## src/rtl/maze_campaign_pkg.sv

```systemverilog
// rtl/maze_campaign_pkg.sv - shared state type, coordinates and per-level wall maps
package maze_campaign_pkg;

  typedef enum logic [1:0] {
    ST_PLAY = 2'd0,
    ST_WIN  = 2'd1,
    ST_FAIL = 2'd2,
    ST_DONE = 2'd3
  } state_t;

  localparam logic [2:0] START_X = 3'd0;
  localparam logic [2:0] START_Y = 3'd0;
  localparam logic [2:0] GOAL_X  = 3'd7;
  localparam logic [2:0] GOAL_Y  = 3'd7;

  localparam logic [63:0] FAIL_PATTERN = 64'h8142_2418_1824_4281;
  localparam logic [63:0] GOAL_BIT     = 64'h8000_0000_0000_0000;

  // Bit {y,x} set means a wall. Column x=0 and row y=7 stay open on every level.
  function automatic logic [63:0] level_walls(input logic [1:0] level);
    logic [63:0] walls;
    case (level)
      2'd0:    walls = 64'h0006_1650_5C04_7470;
      2'd1:    walls = 64'h003C_2042_5A24_1E00;
      2'd2:    walls = 64'h007E_0240_3E08_6A00;
      default: walls = 64'h0054_2A14_4A32_0C00;
    endcase
    return walls;
  endfunction

endpackage

```

## src/rtl/maze_campaign_if.sv

```systemverilog
// rtl/maze_campaign_if.sv - arcade shell game port bundle
interface maze_campaign_if;
  logic [4:0]  btn_pulse;
  logic [15:0] sw;
  logic [15:0] led;
  logic [63:0] grid;
  logic        check_ok;
  logic [7:0]  score;

  modport master (
    output btn_pulse, sw,
    input  led, grid, check_ok, score
  );

  modport slave (
    input  btn_pulse, sw,
    output led, grid, check_ok, score
  );
endinterface

```

## src/rtl/maze_campaign_tick_divider.sv

```systemverilog
// rtl/maze_campaign_tick_divider.sv - free-running divider with toggle and one-cycle tick
module maze_campaign_tick_divider #(
  parameter int DIV = 4
) (
  input  logic clk,
  input  logic rst,
  output logic toggle,
  output logic tick
);
  localparam int CW = (DIV > 1) ? $clog2(DIV) : 1;

  logic [CW-1:0] count;

  assign tick = (count == CW'(DIV - 1));

  always_ff @(posedge clk) begin
    if (rst) begin
      count  <= '0;
      toggle <= 1'b0;
    end else if (tick) begin
      count  <= '0;
      toggle <= ~toggle;
    end else begin
      count <= count + 1'b1;
    end
  end
endmodule

```

## src/rtl/maze_campaign.sv

```systemverilog
// rtl/maze_campaign.sv - multi-level maze game with move budget and win/fail/done sequencing
module maze_campaign
  import maze_campaign_pkg::*;
#(
  parameter int NUM_LEVELS = 4,
  parameter int MOVE_LIMIT = 32,
  parameter int BLINK_DIV  = 4_166_667,
  parameter int WIN_HOLD   = 50_000_000
) (
  input logic            clk,
  input logic            rst,
  maze_campaign_if.slave bus
);
  localparam int LVL_W  = (NUM_LEVELS > 1) ? $clog2(NUM_LEVELS) : 1;
  localparam int HOLD_W = (WIN_HOLD > 1) ? $clog2(WIN_HOLD) : 1;
  localparam logic [5:0]        LIMIT      = 6'(MOVE_LIMIT);
  localparam logic [LVL_W-1:0]  LAST_LEVEL = LVL_W'(NUM_LEVELS - 1);
  localparam logic [LVL_W:0]    LEVEL_CNT  = (LVL_W + 1)'(NUM_LEVELS);
  localparam logic [HOLD_W-1:0] HOLD_LAST  = HOLD_W'(WIN_HOLD - 1);

  state_t            state, state_n;
  logic [LVL_W-1:0]  level, level_n;
  logic [2:0]        x, y, x_n, y_n;
  logic [5:0]        moves_left, moves_left_n;
  logic [7:0]        score, score_n;
  logic [HOLD_W-1:0] hold, hold_n;

  logic              blink;
  logic              unused_tick;
  logic              unused_sw;
  logic [63:0]       walls;
  logic [63:0]       player;
  logic [2:0]        tx, ty;
  logic              in_range;
  logic              move_ok;
  logic              practice;
  logic [LVL_W-1:0]  sw_level;
  logic [LVL_W-1:0]  sel_level;

  maze_campaign_tick_divider #(.DIV(BLINK_DIV)) u_blink (
    .clk    (clk),
    .rst    (rst),
    .toggle (blink),
    .tick   (unused_tick)
  );

  assign unused_sw = ^bus.sw[14:LVL_W];
  assign practice  = bus.sw[15];
  assign sw_level  = bus.sw[LVL_W-1:0];
  assign sel_level = ({1'b0, sw_level} >= LEVEL_CNT) ? '0 : sw_level;
  assign walls     = level_walls(2'(level));
  assign player    = 64'd1 << {y, x};

  // Priority up > down > left > right; target is only meaningful when in_range.
  always_comb begin
    tx       = x;
    ty       = y;
    in_range = 1'b0;
    if (bus.btn_pulse[0]) begin
      in_range = (y != 3'd0);
      ty       = y - 3'd1;
    end else if (bus.btn_pulse[1]) begin
      in_range = (y != 3'd7);
      ty       = y + 3'd1;
    end else if (bus.btn_pulse[2]) begin
      in_range = (x != 3'd0);
      tx       = x - 3'd1;
    end else if (bus.btn_pulse[3]) begin
      in_range = (x != 3'd7);
      tx       = x + 3'd1;
    end
  end

  assign move_ok = (state == ST_PLAY) && in_range && !walls[{ty, tx}];

  always_comb begin
    state_n      = state;
    level_n      = level;
    x_n          = x;
    y_n          = y;
    moves_left_n = moves_left;
    score_n      = score;
    hold_n       = '0;
    if (bus.btn_pulse[4]) begin
      state_n      = ST_PLAY;
      level_n      = sel_level;
      x_n          = START_X;
      y_n          = START_Y;
      moves_left_n = LIMIT;
      score_n      = '0;
    end else begin
      case (state)
        ST_PLAY: begin
          if (move_ok) begin
            x_n     = tx;
            y_n     = ty;
            score_n = (score == 8'hFF) ? score : score + 1'b1;
            if (!practice) moves_left_n = moves_left - 1'b1;
            // Reaching the goal wins even when it spends the last move.
            if (tx == GOAL_X && ty == GOAL_Y) state_n = ST_WIN;
            else if (!practice && moves_left == 6'd1) state_n = ST_FAIL;
          end
        end
        ST_WIN: begin
          if (hold == HOLD_LAST) begin
            if (level == LAST_LEVEL) begin
              state_n = ST_DONE;
            end else begin
              state_n      = ST_PLAY;
              level_n      = level + 1'b1;
              x_n          = START_X;
              y_n          = START_Y;
              moves_left_n = LIMIT;
            end
          end else begin
            hold_n = hold + 1'b1;
          end
        end
        default: ;
      endcase
    end
  end

  always_ff @(posedge clk) begin
    if (rst) begin
      state      <= ST_PLAY;
      level      <= '0;
      x          <= START_X;
      y          <= START_Y;
      moves_left <= LIMIT;
      score      <= '0;
      hold       <= '0;
    end else begin
      state      <= state_n;
      level      <= level_n;
      x          <= x_n;
      y          <= y_n;
      moves_left <= moves_left_n;
      score      <= score_n;
      hold       <= hold_n;
    end
  end

  always_comb begin
    case (state)
      ST_PLAY: bus.grid = walls | GOAL_BIT | (blink ? player : 64'd0);
      ST_WIN:  bus.grid = blink ? {64{1'b1}} : (walls | player);
      ST_FAIL: bus.grid = blink ? FAIL_PATTERN : 64'd0;
      default: bus.grid = {64{1'b1}};
    endcase
  end

  assign bus.led      = {6'd0, moves_left, 2'(level), state == ST_FAIL,
                         (state == ST_WIN) || (state == ST_DONE)};
  assign bus.check_ok = (state == ST_DONE);
  assign bus.score    = score;
endmodule
```

## src/flat_wrapper.sv

```systemverilog
// flat-port wrapper written by rule: the top's interface ports become plain ports
module maze_campaign_flat import maze_campaign_pkg::*;
#(
  parameter int NUM_LEVELS = 4,
  parameter int MOVE_LIMIT = 32,
  parameter int BLINK_DIV  = 4_166_667,
  parameter int WIN_HOLD   = 50_000_000
)
  (clk, rst, bus_btn_pulse, bus_sw, bus_led, bus_grid, bus_check_ok, bus_score);
  maze_campaign_if bus_i ();
  input logic clk;
  input logic rst;
  input wire logic [$bits(bus_i.btn_pulse)-1:0] bus_btn_pulse;
  input wire logic [$bits(bus_i.sw)-1:0] bus_sw;
  output wire logic [$bits(bus_i.led)-1:0] bus_led;
  output wire logic [$bits(bus_i.grid)-1:0] bus_grid;
  output wire logic [$bits(bus_i.check_ok)-1:0] bus_check_ok;
  output wire logic [$bits(bus_i.score)-1:0] bus_score;
  assign bus_i.btn_pulse = bus_btn_pulse;
  assign bus_i.sw = bus_sw;
  assign bus_led = bus_i.led;
  assign bus_grid = bus_i.grid;
  assign bus_check_ok = bus_i.check_ok;
  assign bus_score = bus_i.score;
  maze_campaign #(.NUM_LEVELS(NUM_LEVELS), .MOVE_LIMIT(MOVE_LIMIT), .BLINK_DIV(BLINK_DIV), .WIN_HOLD(WIN_HOLD)) u_core (.clk(clk), .rst(rst), .bus(bus_i));
endmodule
```

## config.mk

```make
export PLATFORM = sky130hd
export DESIGN_NAME = maze_campaign_flat
export DESIGN_NICKNAME = d
export VERILOG_FILES = /design/src/rtl/maze_campaign_pkg.sv /design/src/rtl/maze_campaign_if.sv /design/src/rtl/maze_campaign_tick_divider.sv /design/src/rtl/maze_campaign.sv /design/src/flat_wrapper.sv
export SDC_FILE = /design/constraint.sdc
export NUM_CORES = 1
export LEC_CHECK = 0
export ABC_AREA = 1
export CORE_AREA = 2 2 102 104
export DETAILED_ROUTE_END_ITERATION = 16
export DIE_AREA = 0 0 104 106
export PLACE_DENSITY = 0.87
export SYNTH_ARGS = -nofsm -noshare
export SYNTH_HDL_FRONTEND = slang
export SYNTH_SLANG_ARGS = --single-unit
```

## constraint.sdc

```tcl
create_clock -name clk -period 7.2 [get_ports clk]
set_input_delay 1.08 -clock clk [delete_from_list [all_inputs] [get_ports clk]]
set_output_delay 1.08 -clock clk [all_outputs]
set_load 0.1 [all_outputs]
```

=== Word level (Yosys, flattened, before mapping) ===
Cells that the tools add are included.
W data, S select, Z words.

* Output and inout port bits: 89
* Word-level logic and storage cells: 105
* Input port bits: 23
* Flip-flop bits (word level): 73

* Eq/ne operators: 20
* Bitwise operators: 5
* Add/subtract/negate cells: 9
* Reduce and logical (&&, ||, !) cells: 22
* Shift-type cells: 1
* $lt $le $gt $ge: 1
* Muxes and demuxes: 38

{| class="wikitable"
|+ Operators by type and width
! operator !! number
|-
| $mux W64 || 3
|-
| $pmux W64 S3 || 1
|-
| $pmux W55 S3 || 1
|-
| $or A55 B64 Y64 || 1
|-
| $or A64 B64 Y64 || 1
|-
| $shl A1 B6 Y64 const A || 1
|-
| $mux W3 || 10
|-
| $add A26 B1 Y26 const B || 1
|-
| $eq A26 B26 Y1 const B || 1
|-
| $mux W6 || 4
|-
| $add A22 B1 Y22 const B || 1
|-
| $eq A22 B22 Y1 const B || 1
|-
| $mux W2 || 9
|-
| $pmux W3 S2 || 2
|-
| $pmux W6 S2 || 1
|-
| $ne A3 B3 Y1 const B || 3
|-
| $add A8 B1 Y8 const B || 1
|-
| $eq A2 B2 Y1 const B || 4
|-
| $eq A8 B8 Y1 const B || 1
|-
| $reduce_and A4 Y1 || 2
|-
| $lt A6 B7 Y1 const B || 1
|-
| $add A3 B1 Y3 const B || 2
|-
| $bmux W1 S6 || 1
|-
| $eq A3 B3 Y1 const B || 2
|-
| other kinds (20) || 41
|}

=== Depth between registers and ports, before layout ===
* Depth in word-level cells: 11
* Gate-level depth with buffers: 21
* Depth with buffers taken out: 21

=== Hierarchy ===
Synthesis repeated with hierarchy kept, for this count alone.

* Cells, all modules: 985
* Area, all modules: 5990.7 µm²

{| class="wikitable"
|+ By module, submodules not included
! module !! area an instance (µm²) !! instances !! seq. area each (µm²) !! cells each
|-
| maze_campaign || 4644.5 || 1 || 1001.0 || 776
|-
| maze_campaign_tick_divider || 1346.3 || 1 || 460.4 || 209
|}

=== Worst setup path before layout ===
OpenSTA, ideal clock, no wires.

* Path kind: register to output
* Start: register u_core.level[1]
* End: output bus_grid[51]
* Data required time: 6.120 ns
* Arrival time: 4.262 ns
* Setup slack: 1.858 ns
* Cell stages (with the launch flop): 8
* Buffers on the path: 1
* Path through: dfxtp_1 inv_1 ha_1 clkbuf_1 inv_1 a21oi_1 nor2_1 o21ai_0

* Cells in the longest elaborated chain, start to end: 5
* Elaborated cells between the ends (all ways): 8
* Those cells by class: eq/ne (2); mux (3); bitwise (2); reduce/logical (1)

{| class="wikitable"
|+ RTL lines
! item !! line !! RTL
|-
| start: declaration || maze_campaign.sv:22 || <nowiki>logic [LVL_W-1:0] level, level_n;</nowiki>
|-
| start signal: assignment || maze_campaign.sv:135 || <nowiki>level <= level_n;</nowiki>
|-
| $eq A2 B2 Y1, or another cell as far along || maze_campaign_pkg.sv:22 || <nowiki>case (level)</nowiki>
|-
| $pmux W55 S3 (*) || maze_campaign_pkg.sv:22 ||
|-
| $or A55 B64 Y64 || maze_campaign.sv:147 || <nowiki>ST_WIN: bus.grid = blink ? {64{1'b1}} : (walls | player);</nowiki>
|-
| $mux W64 || maze_campaign.sv:147 ||
|-
| $pmux W64 S3 (*) || maze_campaign.sv:145 || <nowiki>case (state)</nowiki>
|-
| end: declaration || flat_wrapper.sv:16 || <nowiki>output wire logic [$bits(bus_i.grid)-1:0] bus_grid;</nowiki>
|}

Every way passes the cells marked *; elsewhere a longest branch is shown, timed or not.

=== Final worst setup path ===
* Start: register u_core.y[1]
* End: output bus_grid[24]

* Cells in the longest elaborated chain, start to end: 4
* Elaborated cells between the ends (all ways): 6
* Those cells by class: shift (1); mux (3); bitwise (2)

{| class="wikitable"
|+ RTL lines
! item !! line !! RTL
|-
| start: declaration || maze_campaign.sv:23 || <nowiki>logic [2:0] x, y, x_n, y_n;</nowiki>
|-
| start signal: assignment || maze_campaign.sv:137 || <nowiki>y <= y_n;</nowiki>
|-
| $shl A1 B6 Y64 (*) || maze_campaign.sv:52 || <nowiki>assign player = 64'd1 << {y, x};</nowiki>
|-
| $or A55 B64 Y64 or $mux W64 (tied branches) || maze_campaign.sv:147, maze_campaign.sv:146 ||
|-
| $mux W64 or $or A64 B64 Y64 (tied branches) || maze_campaign.sv:147, maze_campaign.sv:146 ||
|-
| $pmux W64 S3 (*) || maze_campaign.sv:145 ||
|}

Marks and branches as above.

==> run_results.csv <==
group,metric,value,unit
status,status,"complete, no violations",
sta,hold_violations,0,
synthesis,ys_ff_latch,73,
global_route,gr-total-overflow,0,
route,drt_wl_total,15700,µm
global_route,grt_usage,0.289,
sta,fin_setup_tns,0,ns
placement,dp_cells,1111,
clocking,cts_buffers,9,
critical_path,r2r_end,"u_core.hold[22]",
flow_run,drv_cap,0,
clocking,clk_pin_slew_worst_paths,0.08,ns
global_route,grt_max_degree,44,
route,vias,6402,
sta,setup_viol,0,
placement,dp_hpwl,11800,µm
hold_path,hp-class,"flop to flop",
floorplan,rows,37,
clocking,h-tree-depth,3,
power,power.density,193,nW/µm²
synthesis,async_reset_ff_frac,0,
route,ant_nets,0,
clocking,ctsResizeCount,0,
floorplan,dieArea,11000,µm²
critical_path,critPathKind,"flop to output pin",
clocking,root_buffer,"clkbuf_8",
global_route,grt_antenna_before_repair,0,
synthesis,synth_cell_types,47,
placement,gp_congestion,0.969,
synthesis,yosys-top-cells-area,"dfxtp_1, nand2_1, inv_1",
clocking,cts_tree,"built",
sta,whs,0.469,ns
cells_and_area,nets,1032,
synthesis,yosysTopAreaCellShare,0.262,
route,drcViolationCount,0,
sta,fin_crit_sh,0.703,
synthesis,synth_edf_count,0,
synthesis,syn_area,5590,µm²
critical_path,rrSetupSlack,3.87,ns
sta,finalClockSkew,0.00961,ns
floorplan,io_pins,112,
sta,timing.fmax,198,MHz
sta,worst_pin_slew,1.01,ns
critical_path,worstSetupEndpoint,"bus_grid[24]",
cells_and_area,final_cells,1127,
critical_path,worst_ep_required_time,6.12,ns
cells_and_area,drive_gt1_frac,0.0595,
cells_and_area,antenna-diode-count,0,
placement,numPortBuffers,92,
sta,slew_headroom,0.326,
route,drt_iter0_markers,438,
synthesis,yosys.area.top_type,"dfxtp_1",
cells_and_area,syn_to_final_growth,21.1,%
global_route,grt_pass1_wl,26400,µm
critical_path,r2r_cells,9,
synthesis,syn_avg_cell_area,6.14,µm²
sta,slew_viol_final,0,
synthesis,syn_inst,910,
sta,rsz0062_at_grt,"no",
power,p_total,1.31,mW
route,avgRoutedWirePerCell,14.0,µm
power,irDropWorstVdd,0.128,mV
floorplan,die_y,106,µm
synthesis,ys_seq_area_frac,0.262,
synthesis,yosysWarnings,0,
critical_path,worstSetupStartpoint,"u_core.y[1]",
critical_path,cp.arrival,3.98,ns
floorplan,initial_core_util,0.559,
route,vias_per_cell,5.68,
route,dr.pass1.iters,6,
clocking,post_cts_buffers,0,
critical_path,regToRegStartpoint,"u_core.state[0]",
cells_and_area,final_core_util,0.676,
global_route,grt_pass1_vias,5806,
power,leakage,2.65,nW
floorplan,fp.coreArea,10000,µm²
critical_path,end_kind,"output pin",
clocking,insertion_delay,0.36,ns
floorplan,die_x,104,µm
sta,period_minus_slack,5.06,ns
critical_path,crit_path_start_kind,"flop",
clocking,clock_path_buffers,2,
clocking,cts.hold.buffers_added,0,
clocking,clock_sinks,73,
critical_path,crit_fanout,18,
synthesis,yosys_most_used_dff,"dfxtp_1",
[cells by family after synthesis]
logic type	count (synthesis)	synth area share
simple gates	468	0.379
compound gates	177	0.173
buf+inv	155	0.112
flops	73	0.262
fa+ha+maj	23	0.0515
xor+xnor	13	0.0217
other cells	1	0.000671
[placed cells by master, fill, tap and decap left out, types with 7 or more instances in the layout]
cell type,instances
nand2_1,195
inv_1,109
nor2_1,105
clkdlybuf4s50_1,92
o21ai_0,75
dfxtp_1,73
a21oi_1,68
nand3_1,56
nor3_1,38
nand4_1,28
ha_1,23
clkbuf_8,11
xor2_1,9
nor4_1,8
o31ai_1,8
nand2_2,8
inv_2,7
[worst min path at each step]
stage	cells after the start	from	end
final	1	u_core.u_blink.count[0]	u_core.u_blink.count[0]
after CTS	1	u_core.u_blink.count[0]	u_core.u_blink.count[0]
after global routing	2	u_core.u_blink.count[19]	u_core.u_blink.count[19]
after floorplan	1	u_core.u_blink.count[0]	u_core.u_blink.count[0]
after detailed placement	1	u_core.u_blink.count[0]	u_core.u_blink.count[0]
after global placement	1	u_core.u_blink.count[0]	u_core.u_blink.count[0]
[registers in the layout, summed over array words and instances (netlist names)]
register / cells
u_core.bus.score: 8
u_core.hold: 26
u_core.level: 2
u_core.moves_left: 6
u_core.state: 2
u_core.u_blink.count: 22
u_core.u_blink.toggle: 1
u_core.x: 3
u_core.y: 3
[stage by stage]
| step | cell area [µm²] | setup WS [ns] |
|---|---|---|
| floorplan | 5600 | 1.86 |
| global placement | 6540 | 2.64 |
| detailed placement | 6540 | 2.62 |
| CTS | 6760 | 2.22 |
| global route | 6760 | 1.85 |
| finish | 6760 | 2.14 |
[synth_stat cells (7+ instances only)]
| cell | count |
|---|---|
| nand4_1 | 28 |
| o31ai_1 | 8 |
| ha_1 | 23 |
| nor3_1 | 38 |
| inv_1 | 109 |
| nand3_1 | 56 |
| a21oi_1 | 68 |
| nor4_1 | 8 |
| xor2_1 | 9 |
| buf_4 | 7 |
| nand2_1 | 195 |
| clkbuf_1 | 21 |
| inv_2 | 7 |
| nor2_1 | 105 |
| o21ai_0 | 75 |
| dfxtp_1 | 73 |
| nand2_2 | 8 |
[critical path, cell delays in order (launching register included)]
cell and delay, ns:
dfxtp_1 0.78, inv_1 0.48, nor2_1 0.48, inv_1 0.19
nor2_1 0.16, nand2_1 0.12, o31ai_1 0.22, clkdlybuf4s50_1 1.17
[layer usage]
layer | global-route usage | routed length (µm)
met4 | 0.153 | 633
met1 | 0.359 | 6600
met2 | 0.485 | 7200
met5 | 0 | 0
met3 | 0.0423 | 1300
[area by class of cell]
cell class              instances  area [µm²]
clock buffers                  11         151
inverters                     122         458
clock inverters                 5        77.6
fillers                       911        3240
well taps                     136         170
flip-flops and latches         73        1460
repair buffers                 93         928
multi-input cells             687        3520
[power by group]
| part | internal [mW] | leakage, nW | total [mW] | switching [mW] |
|---|---|---|---|---|
| logic | 0.124 | 1.94 | 0.497 | 0.374 |
| registers | 0.415 | 0.590 | 0.442 | 0.0264 |
| clock network | 0.213 | 0.115 | 0.367 | 0.154 |
Power figures use the tool's default switching activity.
==> edit, RTL diff (same settings) <==
Reset style: asynchronous (`rst`), changed in 2 clocked blocks.
--- a/src/rtl/maze_campaign_tick_divider.sv
+++ b/src/rtl/maze_campaign_tick_divider.sv
@@ -14,5 +14,5 @@
   assign tick = (count == CW'(DIV - 1));
 
-  always_ff @(posedge clk) begin
+  always_ff @(posedge clk or posedge rst) begin
     if (rst) begin
       count  <= '0;
--- a/src/rtl/maze_campaign.sv
+++ b/src/rtl/maze_campaign.sv
@@ -122,5 +122,5 @@
   end
 
-  always_ff @(posedge clk) begin
+  always_ff @(posedge clk or posedge rst) begin
     if (rst) begin
       state      <= ST_PLAY;
Function: differs if rst is asserted again (counterexample within 4 cycles, from zero or initial values and one cycle with rst high); with rst held inactive, the same outputs for 4 cycles.
==> edit against the original RTL <==
Setup slack lost 0.011 ns; sequential cell count is the same; final area grew 7.8%; non-clock buffer count grew 1; area after synthesis grew 10%; global-route usage grew 3.3 points; routed wire length grew 10%; highest routed layer unchanged.
Power is not compared: it rests on default switching activity, and its combinational part moved more than twofold at a synthesized area within 25%.
==> edit: results (changes against the original RTL) <==
* Vias at 6447 (was 6402)
* Slew @ Worst Pin at 0.994 ns (was 1.01 ns)
* Sequential-to-total area share from yosys stat at 0.297 (was 0.262)
* Max FO, Critical Path at 22 (was 18)
* GR Util All Layers at 0.321 (was 0.289)
* Placed Cells at 1124 (was 1111)
* Post-synthesis compound-gate area fraction at 0.147 (was 0.173)
* Share of cells above drive strength 1 at 0.0816 (was 0.0595)
* Antenna violations before repair at 0 (unchanged)
* Worst Reg2Reg Path Length in Cells at 13 (was 9)
* Worst min path class: flop to flop (unchanged)
* Synth area leaders: dfrtp_1 (29%), nand2_1 (11%), inv_1 (7.9%) (was dfxtp_1 (26%), nand2_1 (13%), inv_1 (7.3%))
* Synth async-reset ratio at 1.00 (was 0)
* Cell count after synthesis at 921 (was 910)
* Nets at 1047 (was 1032)
* Root Driver: clkbuf_8 (unchanged)
* Final Skew at 0.0157 ns (was 0.00961 ns)
* Starting DRT DRC Count at 581 (was 438)
* CTS Buffer Depth at 2 (unchanged)
* First-pass GRT wire length at 29200 µm (was 26400 µm)
* Clk pwr at 0.000307 W
* Post-synthesis mux area share at 0 (unchanged)
* HPWL after detailed placement at 13200 µm (was 11800 µm)
* Largest net degree at the start of global routing at 74 (was 44)
* Arrival @ worst endpoint at 3.99 ns (was 3.98 ns)
* Seq. pwr at 0.000531 W
* Yosys cell types at 49 (was 47)
* Warnings from Yosys at 0 (unchanged)
* H-tree lvl count at 3 (unchanged)
* Worst hold path cell count at 2 (was 1)
* Skew-Pair Late Insertion Delay at 0.36 ns (about the same)
* Area share of xor/xnor cells in the synthesized design at 0.0283 (was 0.0217)
* Total grt overflow at 0 (unchanged)
* Routability Congestion at 1.03 (was 0.969)
* Clock power frac at 0.126
* Peak supply drop at 0.000252 V
* Final WL at 17300 µm (was 15700 µm)
* Inserted Clock Buffers at 9 (unchanged)
* Status: finished, final reports clean (unchanged)
* Worst-path clk slew at 0.09 ns
* Top cells by count, synth: nand2_1 (184), inv_1 (129), nor2_1 (109) (was nand2_1 (195), inv_1 (109), nor2_1 (105))
* Biggest regs: u_core.hold: 26 flops, u_core.u_blink.count: 22 flops, u_core.bus.score: 8 flops (unchanged)
* 1st-pass router iterations at 6 (unchanged)
* Adder-cell share of the synthesized area at 0.0488 (was 0.0515)
* DP Area at 7100 µm² (was 6540 µm²)
* Vias in the first global route at 6075 (was 5806)
* Leakage power at 3.27 nW
* Vias per cell at 5.65 (was 5.68)
* Port Buf Inserts at 92 (unchanged)
* Cts repair resizes at 0 (unchanged)
* N_diodes at 0 (unchanged)
* DP Worst Slack at 2.67 ns (was 2.62 ns)
-- edit: changes by cell type after synthesis, sizes merged, moves of 5 or more --
cell / before / now
nand4: 29 / 24
nor2: 112 / 117
nand3: 60 / 68
o31ai: 8 / 14
dfxtp: 73 / 0
a21oi: 70 / 41
inv: 116 / 136
xor2: 10 / 15
buf: 12 / 18
clkbuf: 21 / 13
dfrtp: 0 / 72
-- edit: critical path: stages (launching register included) --
cell and delay (ns):
dfrtp_1 0.85, inv_1 0.46, nor2_1 0.49, inv_1 0.20
o21ai_0 0.27, o21ai_0 0.11, nand2_1 0.11, clkdlybuf4s50_1 1.13
-- edit: path summary, 6_finish.rpt --
check                      slack [ns]                  from                    to
min reg2reg                      0.51  u_core.moves_left[5]  u_core.moves_left[5]
max                              2.13           u_core.y[1]          bus_grid[28]
max in group asynchronous        5.27                   rst           u_core.x[0]
min                              0.51  u_core.moves_left[5]  u_core.moves_left[5]
min in group asynchronous        1.33                   rst       u_core.hold[22]
max reg2reg                      3.71           u_core.y[1]           u_core.y[1]
-- edit: kinds of logic (layout without fill, tap and decap cells) --
logic type	Yosys count	in the layout
xor gates and xnor gates	19	19
adders and majority gates	24	24
other	1	6
DFF	73	73
buffers and inverters	169	248
AOI/OAI and AO/OA	155	155
and+or+nand+nor	480	480
-- edit: routing by layer --
layer | vias up | GRT usage | routed length (µm)
li1 | 3173 | - | -
met1 | 2915 | 0.421 | 7410
met2 | 304 | 0.536 | 8080
met3 | 55 | 0.0380 | 1150
met4 | 0 | 0.148 | 649
met5 | - | 0 | 0
-- edit: layout make-up --
type                       count  area [µm²]
clock buffer                   9         124
inverter                     138         518
tap                          136         170
sequential                    73        1830
timing repair buffer          94         933
clock inverter                 7        60.1
multi-input combinational    684        3660
fill                         867        2710
